**src/rtl/dma_seq_ctrl.sv**
```systemverilog
// dma_seq_ctrl: DMA sub-buffer sequencer.
//
// Accepts one transfer command and programs the engine's six registers.
// It then counts completion interrupts buffer by buffer, acknowledging each
// one. When all buffers are done, or on abort, it disables the engine and
// pulses done with err.
//
// Optional build macro: DMA_SEQ_TIMEOUT_EN adds a per-sub-buffer watchdog.
// The watchdog forces ABORT after TIMEOUT_CYCLES cycles in WAIT.
//
// Ports:
//   clk, rst          clock, synchronous active-high reset
//   cmd_valid/ready   command handshake
//   cmd_src/dest      source / destination base addresses
//   cmd_size/nbuf     sub-buffer size (bytes) and sub-buffer count
//   abort             stop the running command
//   intr              engine completion interrupt (level)
//   reg_wr_data/en    engine register write port (one-hot enable)
//   busy, done, err   status; err is meaningful only while done=1
//   buf_cnt           sub-buffers completed for the current command
module dma_seq_ctrl #(
  parameter int TIMEOUT_CYCLES = 65536
) (
  input  logic        clk,
  input  logic        rst,
  input  logic        cmd_valid,
  output logic        cmd_ready,
  input  logic [31:0] cmd_src,
  input  logic [31:0] cmd_dest,
  input  logic [31:0] cmd_size,
  input  logic [15:0] cmd_nbuf,
  input  logic        abort,
  input  logic        intr,
  output logic [31:0] reg_wr_data,
  output logic [5:0]  reg_wr_en,
  output logic        busy,
  output logic        done,
  output logic        err,
  output logic [15:0] buf_cnt
);

  typedef enum logic [3:0] {
    IDLE, W_SRC, W_DEST, W_TAIL, W_SIZE, W_HEAD, W_CTRL,
    WAIT, ACK, HOLD, ABORT, DONE
  } state_t;

  // One-hot write-enable bits for the engine registers.
  localparam logic [5:0] EN_SRC  = 6'h01;
  localparam logic [5:0] EN_DEST = 6'h02;
  localparam logic [5:0] EN_TAIL = 6'h04;
  localparam logic [5:0] EN_HEAD = 6'h08;
  localparam logic [5:0] EN_SIZE = 6'h10;
  localparam logic [5:0] EN_CTRL = 6'h20;

  state_t      state, state_n;
  logic [31:0] src_q, dest_q, size_q;
  logic [15:0] nbuf_q;
  logic        err_q;
  logic        accept, reject, wdog_hit;
  logic [31:0] head_val;

  assign accept   = (state == IDLE) && cmd_valid;
  assign reject   = (cmd_nbuf == 16'd0) || (cmd_size == 32'd0);
  // The caller guarantees that the product fits in 32 bits.
  assign head_val = size_q * {16'd0, nbuf_q};

`ifdef DMA_SEQ_TIMEOUT_EN
  logic [31:0] wdog;
  // The counter is zero on the first WAIT cycle. It therefore reaches
  // TIMEOUT_CYCLES-1 on the last WAIT cycle, and ABORT follows
  // TIMEOUT_CYCLES cycles after WAIT was entered.
  always_ff @(posedge clk) begin
    if (rst || state != WAIT) wdog <= 32'd0;
    else                      wdog <= wdog + 32'd1;
  end
  assign wdog_hit = (wdog == 32'(TIMEOUT_CYCLES - 1));
`else
  assign wdog_hit = 1'b0;
`endif

  // Next state, with register writes decoded from the current state.
  always_comb begin
    state_n     = state;
    reg_wr_en   = 6'h00;
    reg_wr_data = 32'd0;
    case (state)
      IDLE:   if (cmd_valid) state_n = reject ? DONE : W_SRC;
      W_SRC:  begin reg_wr_en = EN_SRC;  reg_wr_data = src_q;    state_n = W_DEST; end
      W_DEST: begin reg_wr_en = EN_DEST; reg_wr_data = dest_q;   state_n = W_TAIL; end
      W_TAIL: begin reg_wr_en = EN_TAIL; reg_wr_data = 32'd0;    state_n = W_SIZE; end
      W_SIZE: begin reg_wr_en = EN_SIZE; reg_wr_data = size_q;   state_n = W_HEAD; end
      W_HEAD: begin reg_wr_en = EN_HEAD; reg_wr_data = head_val; state_n = W_CTRL; end
      W_CTRL: begin reg_wr_en = EN_CTRL; reg_wr_data = 32'h1;    state_n = WAIT;   end
      WAIT: begin
        if (intr)          state_n = ACK;
        else if (wdog_hit) state_n = ABORT;
      end
      ACK: begin
        // buf_cnt has already been incremented on the way into ACK.
        reg_wr_en = EN_CTRL;
        if (buf_cnt == nbuf_q) begin
          reg_wr_data = 32'h0;
          state_n     = DONE;
        end else begin
          reg_wr_data = 32'h1;
          state_n     = HOLD;
        end
      end
      // The intr level may still be stale here, so it is not sampled.
      HOLD:   state_n = WAIT;
      ABORT:  begin reg_wr_en = EN_CTRL; reg_wr_data = 32'h0; state_n = DONE; end
      DONE:   state_n = IDLE;
      default: state_n = IDLE;
    endcase
    // abort takes priority over every other transition, intr included.
    if (abort && (state inside {W_SRC, W_DEST, W_TAIL, W_SIZE, W_HEAD,
                                W_CTRL, WAIT, ACK, HOLD}))
      state_n = ABORT;
  end

  always_ff @(posedge clk) begin
    if (rst) state <= IDLE;
    else     state <= state_n;
  end

  always_ff @(posedge clk) begin
    if (rst) begin
      src_q   <= 32'd0;
      dest_q  <= 32'd0;
      size_q  <= 32'd0;
      nbuf_q  <= 16'd0;
      buf_cnt <= 16'd0;
      err_q   <= 1'b0;
    end else begin
      if (accept) begin
        src_q   <= cmd_src;
        dest_q  <= cmd_dest;
        size_q  <= cmd_size;
        nbuf_q  <= cmd_nbuf;
        buf_cnt <= 16'd0;
        err_q   <= reject;
      end
      // A buffer counts only when the WAIT->ACK move wins, so intr that
      // arrives together with abort is not counted.
      if (state == WAIT && state_n == ACK) buf_cnt <= buf_cnt + 16'd1;
      if (state_n == ABORT && state != ABORT) err_q <= 1'b1;
    end
  end

  assign cmd_ready = (state == IDLE);
  assign busy      = (state != IDLE);
  assign done      = (state == DONE);
  assign err       = (state == DONE) && err_q;

endmodule
```
**config.mk**
```make
export PLATFORM = sky130hd
export DESIGN_NAME = dma_seq_ctrl
export DESIGN_NICKNAME = d
export VERILOG_FILES = /design/src/rtl/dma_seq_ctrl.sv
export SDC_FILE = /design/constraint.sdc
export NUM_CORES = 1
export LEC_CHECK = 0
export BUFFER_PORTS_ARGS = -buffer_cell sky130_fd_sc_hd__buf_2
export CORE_UTILIZATION = 45
export DETAILED_ROUTE_END_ITERATION = 10
export PLACE_DENSITY = 0.65
export SYNTH_ARGS = -nofsm -noshare
export SYNTH_HDL_FRONTEND = slang
export SYNTH_SLANG_ARGS = --single-unit
```
**constraint.sdc**
```tcl
create_clock -name clk -period 6.4 [get_ports clk]
set_input_delay 0 -clock clk [delete_from_list [all_inputs] [get_ports clk]]
set_output_delay 0 -clock clk [all_outputs]
set_load 0.02 [all_outputs]
```
==> summary.md <==
| Metric | Value |
|---|---|
| Area fraction in and, or, nand and nor cells after synthesis | `0.203` |
| Grt ovf | `0` |
| Die height | `198 µm` |
| Critical path cell sequence | `and2_1, fa_1, inv_1, fa_1, inv_1, fa_1, fa_2, fa_1, inv_1, fa_1, inv_1, ha_4, buf_6, nand4_1, a211oi_4, o21ai_4, o21ai_0, a21oi_1, xor2_1, o21ai_0, buf_4` |
| Number of placement rows | `71` |
| Headroom to the max-slew limit | `0.280` |
| Violations in the final reports | `negative setup slack` |
| Critical path start-end classification | `reg2out` |
| Period Utilization, post-route | `1.01` |
| Critical path's most frequent cell | `sky130_fd_sc_hd__fa_1` |
| Total wire length after detailed routing | `58900 µm` |
| Via count of the first global-routing pass | `16.8k` |
| Gpl congestion | `0.963` |
| Leading cell types by total area after synthesis | `sky130_fd_sc_hd__fa_1, sky130_fd_sc_hd__dfxtp_1, sky130_fd_sc_hd__nand2_1, sky130_fd_sc_hd__inv_1, sky130_fd_sc_hd__and2_1` |
| Number of routed nets with antenna violations | `0` |
| Synth Instances | `2117` |
| Most frequent standard cell in the layout excluding fill and tap cells | `sky130_fd_sc_hd__nand2_1` |
| Slowest-stage cell, CP | `sky130_fd_sc_hd__fa_1` |
| Xor/xnor share of the synthesized area | `0.0349` |
| Core Region | `0.0378 mm²` |
| Number of clock buffers inserted by TritonCTS | `17` |
| Static leakage | `9.87 nW` |
| Total power consumption of the routed design | `4.39 mW` |
| Most used cells in the layout excluding fill and tap cells | `sky130_fd_sc_hd__nand2_1, sky130_fd_sc_hd__inv_1, sky130_fd_sc_hd__fa_1` |
| Synthesis-to-finish area growth | `27.3%` |
| Mapped cell area | `0.0173 mm²` |
| Async set-reset flop share out of synthesis | `0` |
| VDD IR-drop max | `0.353 mV` |
| Post-route DRC violation count | `0` |
| Global-route wire length before repair | `92500 µm` |
| Worst setup slack before clock tree synthesis | `0.0396 ns` |
| Slew Limit Fails | `0` |
| Data required time at the worst endpoint | `6.40 ns` |
| Top cell type by total area after synthesis | `sky130_fd_sc_hd__fa_1` |
| Number of synthesized flops with an enable pin | `0` |
| Clock skew | `0.00794 ns` |
| Status | `complete, but fails checks` |
| Power density normalized to cell area | `200 mW/mm²` |
| Number of antenna violations at the first check in global routing | `3` |
| Share of layout cells above drive strength 1 | `0.191` |
| I/O pin count | `175` |
| Final TNS setup | `-0.0456 ns` |
| Fill cells | `3187` |
| Main combinational cell family by area after synthesis | `adder cells` |
| Worst hold path class | `in2reg` |
| Worst stage delay on the critical path | `0.58 ns` |
| Layout net count | `2906` |
| Initial Util | `0.458` |
| Count of endpoints failing hold in the final timing report | `0` |
| CP Capture Type | `output port` |
| DIE AREA | `0.0392 mm²` |
| Mux cell area share after synthesis | `0` |
| Placed wire-length estimate | `41200 µm` |
| Compound-gate portion of the synthesized area | `0.103` |
| Clock Root Buffer | `sky130_fd_sc_hd__clkbuf_16` |
| Placed standard-cell area | `0.0189 mm²` |
| Synth warn | `0` |
| Aggregate global-route resource usage | `0.309` |
| Clock H-tree levels | `4` |
| Count of clock tree sinks | `133` |
| Buffer levels on the longest clock path | `2` |
| Clock Latency Late Sink | `0.43 ns` |
| Maxcap violations | `0` |
| Setup repair after global routing missed its margin | `true` |
| Area fraction of the dominant cell type after synthesis | `0.352` |
| Syn Area/Cell | `8.17 µm²` |
| Final Core Density | `0.583` |
| Number of setup violations in the final report | `2` |
| Post-route cell area | `0.0220 mm²` |
| Flops & latches, synth | `133` |
| Startpoint type of the worst setup path | `flip-flop` |
| CP arrival | `6.44 ns` |
| Worst Tran Pin Value | `1.07 ns` |
| Post-route setup slack | `-0.0444 ns` |
| Adder-cell area share of the yosys netlist | `0.400` |
| Largest net degree at the start of global routing | `89` |
| Via density per instance | `5.50` |
| Primary FF master, synth | `sky130_fd_sc_hd__dfxtp_1` |
| CP max FO | `12` |
| Number of port buffers | `174` |
| DIE WIDTH | `198 µm` |
| Number of nets produced by synthesis | `2604` |
| Number of unique standard cell types used by synthesis | `50` |
| Cell depth of the worst min-delay path | `2` |
| Fraction of the yosys area taken by sequential cells | `0.154` |
| Clock transition at the register clock pins on the worst setup and hold paths after CTS | `0.06 ns` |
| Worst Reg-to-Reg Cells | `10` |
| Minimum clock period | `6.44 ns` |
| Routed wire length per instance | `20.0 µm` |
| Violation count after the first detailed-route iteration | `1585` |
| Max frequency | `155 MHz` |
| Number of optimization iterations in the first detailed-route pass | `10` |
| Vias post-DR | `16.2k` |
| TritonCTS clock tree | `done` |
==> area by class of cell <==
class                   instances  area [µm²]  share of cell area
flip-flops and latches        133        2770               0.126
well taps                     511         639              0.0291
repair buffers                424        3460               0.157
multi-input cells            1498       13200               0.600
clock inverters                12         175             0.00796
diodes                          2        5.00            0.000227
inverters                     345        1290              0.0588
clock buffers                  20         457              0.0208
==> synthesized netlist by cell type, drive strengths merged, types with 3 or more instances <==
cell / n
clkbuf: 134
or3: 7
a211oi: 3
nor3b: 13
xnor2: 51
inv: 345
dfxtp: 133
nand3: 9
ha: 66
a21oi: 150
a31oi: 8
nor4: 14
nor3: 9
o21bai: 4
o41ai: 3
buf: 7
fa: 304
a21o: 10
o21ai: 61
nor2: 38
nand2b: 10
and3: 13
xor2: 18
and2: 151
nand2: 489
nor2b: 4
a22oi: 6
nand4: 10
o21a: 3
a222oi: 26
==> cell families after synthesis <==
family                   after synthesis
adder cells (fa/ha/maj)              370
XOR/XNOR                              69
buffers and inverters                486
flip-flops                           133
AND/OR/NAND/NOR                      770
AO/OA/AOI/OAI                        289
==> registers in the layout, summed over array words and instances (netlist names) <==
name     flops
nbuf_q      16
size_q      32
src_q       32
dest_q      32
state        4
err_q        1
buf_cnt     16
==> path summary, 6_finish.rpt <==
| check | startpoint | to | slack (ns) |
|---|---|---|---|
| worst min register to register | dest_q[15]$_SDFFE_PP0P_ | dest_q[15]$_SDFFE_PP0P_ | 0.45 |
| worst min-delay path | rst | src_q[10]$_SDFFE_PP0P_ | 0.02 |
| worst max-delay path | size_q[4]$_SDFFE_PP0P_ | reg_wr_data[26] | -0.04 |
| worst max register to register | state[1]$_SDFF_PP0_ | buf_cnt[2]$_SDFFE_PP0P_ | 3.15 |
==> worst max-delay path, delay by kind of cell, from the launching register on <==
family,cells,cell delay [ns]
fa+ha+maj,7,3.30
compound gates,5,1.23
buf+inv,6,0.53
flops,1,0.40
simple gates,2,0.34
xor+xnor,1,0.18
==> per-layer routing <==
layer	track usage	routed length, µm	share of wire
met3	0.0668	5850	0.099
met2	0.492	27100	0.46
met1	0.402	22900	0.39
met4	0.136	2950	0.050
met5	0.0179	92	0.0016
==> metrics by stage <==
step,instances,hold WS (ns)
3_5_place_dp,2734,0.246
5_1_grt,2945,0.0323
6_report,2945,0.0160
2_1_floorplan,2117,0.136
4_1_cts,2908,0.00377
3_3_place_gp,2734,0.243
==> timing repair <==
| action | 4_1_cts | 5_1_grt |
|---|---|---|
| resized for setup | 127 | 78 |
| cloned | 5 | 1 |
| endpoints found under the setup margin | 13 | 14 |
| pin swaps | 52 | 60 |
| hold buffers | 117 | 0 |
| setup buffers | 22 | 35 |
| endpoints found under the hold margin | 114 | 0 |
==> power by group <==
group | switching (mW) | total, mW | leakage [nW] | internal [mW]
combinational | 1.28 | 2.11 | 8.46 | 0.834
clock | 0.396 | 1.07 | 0.303 | 0.672
sequential | 0.241 | 1.22 | 1.11 | 0.974
Note: power is estimated with default switching activity, not from simulation.
